**config.mk**
```make
export PLATFORM = sky130hd
export DESIGN_NAME = apb4_arbiter_master
export DESIGN_NICKNAME = d
export VERILOG_FILES = /design/src/rtl/apb4_arbiter_master.sv
export SDC_FILE = /design/constraint.sdc
export NUM_CORES = 1
export LEC_CHECK = 0
export BUFFER_PORTS_ARGS = -buffer_cell sky130_fd_sc_hd__buf_2
export CAP_MARGIN = 15
export CELL_PAD_IN_SITES_DETAIL_PLACEMENT = 0
export CELL_PAD_IN_SITES_GLOBAL_PLACEMENT = 1
export CORE_ASPECT_RATIO = 0.5
export CORE_MARGIN = 2
export CORE_UTILIZATION = 34
export DETAILED_ROUTE_END_ITERATION = 16
export PLACE_DENSITY = 0.95
export SLEW_MARGIN = 30
export SYNTH_ARGS = -nofsm -noshare
export SYNTH_HDL_FRONTEND = slang
export SYNTH_SLANG_ARGS = --single-unit
```
**constraint.sdc**
```tcl
create_clock -name pclk -period 6.8 [get_ports pclk]
set_input_delay 0.34 -clock pclk [delete_from_list [all_inputs] [get_ports pclk]]
set_output_delay 0.34 -clock pclk [all_outputs]
set_load 0.1 [all_outputs]
```
**src/rtl/apb4_arbiter_master.sv**
```systemverilog
// Round-robin arbiter feeding a single APB4 master port.
// One transfer in flight at a time; ACCESS is aborted with rsp_err after TIMEOUT wait cycles.
module apb4_arbiter_master #(
   parameter int NREQ    = 4,
   parameter int TIMEOUT = 16
) (
   input  logic                 pclk,
   input  logic                 prst,
   input  logic [NREQ-1:0]      req_valid,
   input  logic [32*NREQ-1:0]   req_addr,
   input  logic [NREQ-1:0]      req_write,
   input  logic [32*NREQ-1:0]   req_wdata,
   output logic [NREQ-1:0]      req_ready,
   output logic [NREQ-1:0]      rsp_valid,
   output logic [31:0]          rsp_rdata,
   output logic                 rsp_err,
   output logic [31:0]          paddr,
   output logic                 psel,
   output logic                 penable,
   output logic                 pwrite,
   output logic [31:0]          pwdata,
   input  logic                 pready,
   input  logic [31:0]          prdata
);

   // state  | meaning
   // IDLE   | arbitrate; req_ready shows the round-robin winner
   // SETUP  | APB setup phase, psel=1 penable=0 (one cycle)
   // ACCESS | APB access phase, wait for pready or timeout
   // RESP   | one-cycle rsp_valid pulse to the winner

   localparam int              IW      = (NREQ > 1) ? $clog2(NREQ) : 1;
   localparam logic [NREQ-1:0] ONE     = NREQ'(1);
   localparam logic [7:0]      TO_LAST = 8'(TIMEOUT - 1);

   typedef enum logic [1:0] {
      IDLE   = 2'd0,
      SETUP  = 2'd1,
      ACCESS = 2'd2,
      RESP   = 2'd3
   } state_t;

   state_t            state;
   state_t            state_nxt;

   logic [IW-1:0]     last_grant;
   logic [IW-1:0]     win_idx;
   logic [IW-1:0]     sel_idx;
   logic              sel_found;
   logic [IW:0]       rr_start;
   logic [2*NREQ-1:0] rr_shift;
   logic [NREQ-1:0]   rr_rot;
   int                rr_pos;
   int                rr_sum;
   logic [31:0]       sel_addr;
   logic [31:0]       sel_wdata;
   logic              sel_write;
   logic [7:0]        wait_cnt;
   logic              timeout_hit;

   // Rotate the request vector so the search always starts at bit 0,
   // then map the first set bit back to a requester index.
   always_comb begin
      rr_start  = {1'b0, last_grant} + (IW+1)'(1);
      rr_shift  = {req_valid, req_valid} >> rr_start;
      rr_rot    = rr_shift[NREQ-1:0];
      sel_found = |rr_rot;
      rr_pos    = 0;
      for (int j = NREQ - 1; j >= 0; j--) begin
         if (rr_rot[j]) rr_pos = j;
      end
      rr_sum = int'(rr_start) + rr_pos;
      if (rr_sum >= NREQ) rr_sum = rr_sum - NREQ;
      sel_idx = IW'(rr_sum);
   end

   always_comb begin
      sel_addr  = '0;
      sel_wdata = '0;
      sel_write = 1'b0;
      for (int i = 0; i < NREQ; i++) begin
         if (sel_idx == IW'(i)) begin
            sel_addr  = req_addr[32*i +: 32];
            sel_wdata = req_wdata[32*i +: 32];
            sel_write = req_write[i];
         end
      end
   end

   assign timeout_hit = (wait_cnt >= TO_LAST);

   always_ff @(posedge pclk or posedge prst) begin
      if (prst) state <= IDLE;
      else      state <= state_nxt;
   end

   always_comb begin
      state_nxt = state;
      case (state)
         IDLE:    if (sel_found) state_nxt = SETUP;
         SETUP:   state_nxt = ACCESS;
         ACCESS:  if (pready || timeout_hit) state_nxt = RESP;
         RESP:    state_nxt = IDLE;
         default: state_nxt = IDLE;
      endcase
   end

   always_ff @(posedge pclk or posedge prst) begin
      if (prst) begin
         last_grant <= IW'(NREQ - 1);
         win_idx    <= '0;
         wait_cnt   <= '0;
         paddr      <= '0;
         pwrite     <= 1'b0;
         pwdata     <= '0;
         rsp_rdata  <= '0;
         rsp_err    <= 1'b0;
      end else begin
         case (state)
            IDLE: begin
               if (sel_found) begin
                  win_idx    <= sel_idx;
                  last_grant <= sel_idx;
                  paddr      <= sel_addr;
                  pwrite     <= sel_write;
                  pwdata     <= sel_wdata;
                  wait_cnt   <= '0;
               end
            end
            ACCESS: begin
               if (pready) begin
                  rsp_rdata <= pwrite ? 32'd0 : prdata;
                  rsp_err   <= 1'b0;
               end else begin
                  if (wait_cnt != 8'hFF) wait_cnt <= wait_cnt + 8'd1;
                  if (timeout_hit) begin
                     rsp_rdata <= '0;
                     rsp_err   <= 1'b1;
                  end
               end
            end
            default: ;
         endcase
      end
   end

   // req_ready is gated by prst because the state sits in IDLE throughout reset.
   assign req_ready = (!prst && state == IDLE && sel_found) ? (ONE << sel_idx) : '0;
   assign rsp_valid = (state == RESP) ? (ONE << win_idx) : '0;
   assign psel      = (state == SETUP) || (state == ACCESS);
   assign penable   = (state == ACCESS);

endmodule
```
==> results.md <==
* Number of flops mapped to enable cells by yosys at 0
* Ys Warns at 0
* Worst-Margin Slew at 0.8723 ns
* CTS tree: done
* F_max at 252.9 MHz
* Syn Std Cell Area at 6534 um2
* Post-route clock period utilization at 58.14%
* Nets at 1304
* I/O Buffers at 406
* Arrival @ worst endpoint at 3.61 ns
* Ys flop type: dfrtp_1
* Core box area at 18610 um2
* Post-Route WL at 22.28 mm
* First-pass GRT wire length at 33.09 mm
* Clk sinks at 112
* Die height at 102.0 um
* R2R Path Start: last_grant[1]
* Via density per instance at 5.118
* Startpoint Class: flip-flop
* Initial core utilization at 35.11%
* Netlist cell types at 39
* Syn_nets at 935
* RSZ-0062 raised after global routing: no
* H-Tree Depth at 3
* Worst skew pair latency at 0.35 ns
* Clk pin slew, worst setup/hold paths at 0.08 ns
* Largest family of logic cells by synthesized area: multiplexers
* CTS buffer count at 9
* Starting DRT DRC Count at 377
* FP Rows at 35
* Share of cells above drive strength 1 at 48.55%
* Post-synthesis sequential area ratio at 42.93%
* Final setup TNS at 0 ns
* Number of routed nets with antenna violations at 0
* Post-CTS sizing at 0
* CP Class: flip-flop to output port
* Total die area at 20410 um2
* GPL Wtd Cong at 0.9274
* Crit. End Element: output port
* Number of synthesized register bits at 112
* DP Worst Slack at 3.161 ns
* Xor and xnor area share after synthesis at 0.6894%
* Worst-path fanout max at 135
* Async SR Flop Fraction at 100.0%
* HPWL after detailed placement at 16.74 mm
* Hold Fails Final Rpt at 0
* Worst Setup SP: last_grant[1]
* Syn Inst Count at 630
* Final min period at 3.954 ns
* R2r setup slk at 3.28 ns
* Max-slew violation count at 0
* Slew HR at 41.85%
* DR pass1 iterations at 5
* Largest net degree at the start of global routing at 136
* Ports at 407
* Post-CTS Setup Bufs at 0
* Syn_area_per_cell at 10.37 um2
* Initial antenna violation count at 2
* DRC errors left at 0
* Status: complete, no violations
* GRT Total Usage at 20.83%
* Post-Synth Simple-Gate Area at 12.03%
* Area Overhead vs Synth at 38.28%
* Total number of vias at 6469
* Critical Path RT at 6.46 ns
* Layout Skew at 0.008917 ns
* Root Driver: clkbuf_16
* Final-report setup violation count at 0
* Final worst slack at 2.846 ns
* Vias in the first global route at 6312
* Max_cap viols at 0
* Routed WL per cell at 17.62 um
* Cts hold-fix bufs at 0
* Largest buffer count on any clock path at 2
* Mux contribution to synthesized area at 21.31%
* Synth Area in Compound Gates at 17.79%
* Synth Area in Adders at 1.149%
* Hold Path Class: input pin to asynchronous set/reset pin
* GRT overflow at 0
* Die W at 200.0 um
## through the flow
| step | cells | utilization [%] | hold slack (ns) | instance area [um2] |
|---|---|---|---|---|
| finish | 1264 | 48.54 | 0.07177 | 9035 |
| global route | 1264 | 48.54 | 0.1098 | 9035 |
| CTS | 1262 | 48.50 | 0.07596 | 9026 |
| detailed placement | 1247 | 46.87 | 0.4668 | 8723 |
| global placement | 1247 | 46.83 | 0.4625 | 8716 |
| floorplan | 630 | - | 0.4632 | 6534 |
## cells by family (layout without fill, tap and decap cells)
group,count (synthesis),count (layout)
AO/OA/AOI/OAI,129,129
adder cells (fa/ha/maj),6,6
flip-flops,112,112
multiplexers,131,131
buffers and inverters,60,433
AND/OR/NAND/NOR,189,189
other,0,2
XOR/XNOR,3,3
## area by class of cell
type | instances | area, um2
timing repair buffer | 411 | 2086
multi-input combinational | 458 | 3483
antenna | 2 | 5.005
clock inverter | 6 | 77.57
clock buffer | 9 | 225.2
inverter | 7 | 28.78
fill | 1743 | 9577
tap | 259 | 324.1
sequential | 112 | 2805
## final timing paths
kind | to | depth (start not counted)
min in group pclk | rsp_rdata[28] | 2
worst max register to register | pwdata[11] | 13
max in group asynchronous | rsp_rdata[5] | 3
worst min-delay path | paddr[9] | 2
worst max-delay path | req_ready[2] | 13
worst min register to register | rsp_rdata[9] | 1
## worst max-delay path, cell delays in order, from the launching register on
cell and delay (ns):
dfstp_2 0.58, inv_1 0.13, nand2_1 0.09, a21boi_0 0.07, o22ai_1 0.15, nor2_1 0.06
a21oi_1 0.12, ha_1 0.18, xnor2_1 0.07, xnor2_1 0.34, xnor2_4 0.17, buf_12 0.56
and3_1 0.24, buf_2 0.42
## Yosys cell counts, drive strengths merged (3+ instances only)
master | number | area share [%]
clkbuf | 38 | 2.2
mux2 | 65 | 11
dfrtp | 110 | 42
or3 | 3 | 0.29
o21ai | 12 | 0.92
xnor2 | 3 | 0.69
inv | 7 | 0.40
ha | 6 | 1.1
a21oi | 6 | 0.46
nand2 | 150 | 8.6
nor2b | 3 | 0.29
a22o | 33 | 4.4
nor2 | 8 | 0.46
nand2b | 4 | 0.38
a221o | 65 | 10
and3 | 4 | 0.38
buf | 15 | 1.5
and2 | 5 | 0.48
mux2i | 66 | 10
nand3 | 4 | 0.31
nor4 | 4 | 0.38
o31ai | 4 | 0.46
## state kept, by name, summed over array words and instances (netlist names)
signal	cells
win_idx	2
state	2
pwdata	32
paddr	32
rsp_rdata	32
pwrite	1
last_grant	2
rsp_err	1
wait_cnt	8
## routing by layer
layer  vias to the layer above  GRT usage (%)  share of wire [%]
li1                       3053              -                  -
met1                      3108          26.29                 41
met2                       270          35.74                 50
met3                        38          4.719                6.5
met4                         0          6.838                2.3
met5                         -              0                  0
## layout by cell type (no fill, tap or decap), types with 2 or more instances in the layout
cell type,instances
a21boi_0,2
a21oi_1,6
a221o_1,65
a22o_1,33
and2_1,4
and3_1,4
buf_2,406
buf_4,3
clkbuf_16,9
dfrtp_1,110
dfstp_2,2
diode_2,2
ha_1,6
inv_1,6
inv_8,2
mux2_1,15
mux2_2,50
mux2i_1,66
nand2_1,149
nand2b_1,3
nand3_1,4
nor2_1,6
nor2_4,2
nor2b_1,3
nor4_1,4
o21ai_0,12
o31ai_1,4
or3_1,3
xnor2_1,2
Power is left out: the tool's default activity adds up to more than one toggle a clock period on the data nets, which glitch-free logic cannot reach.
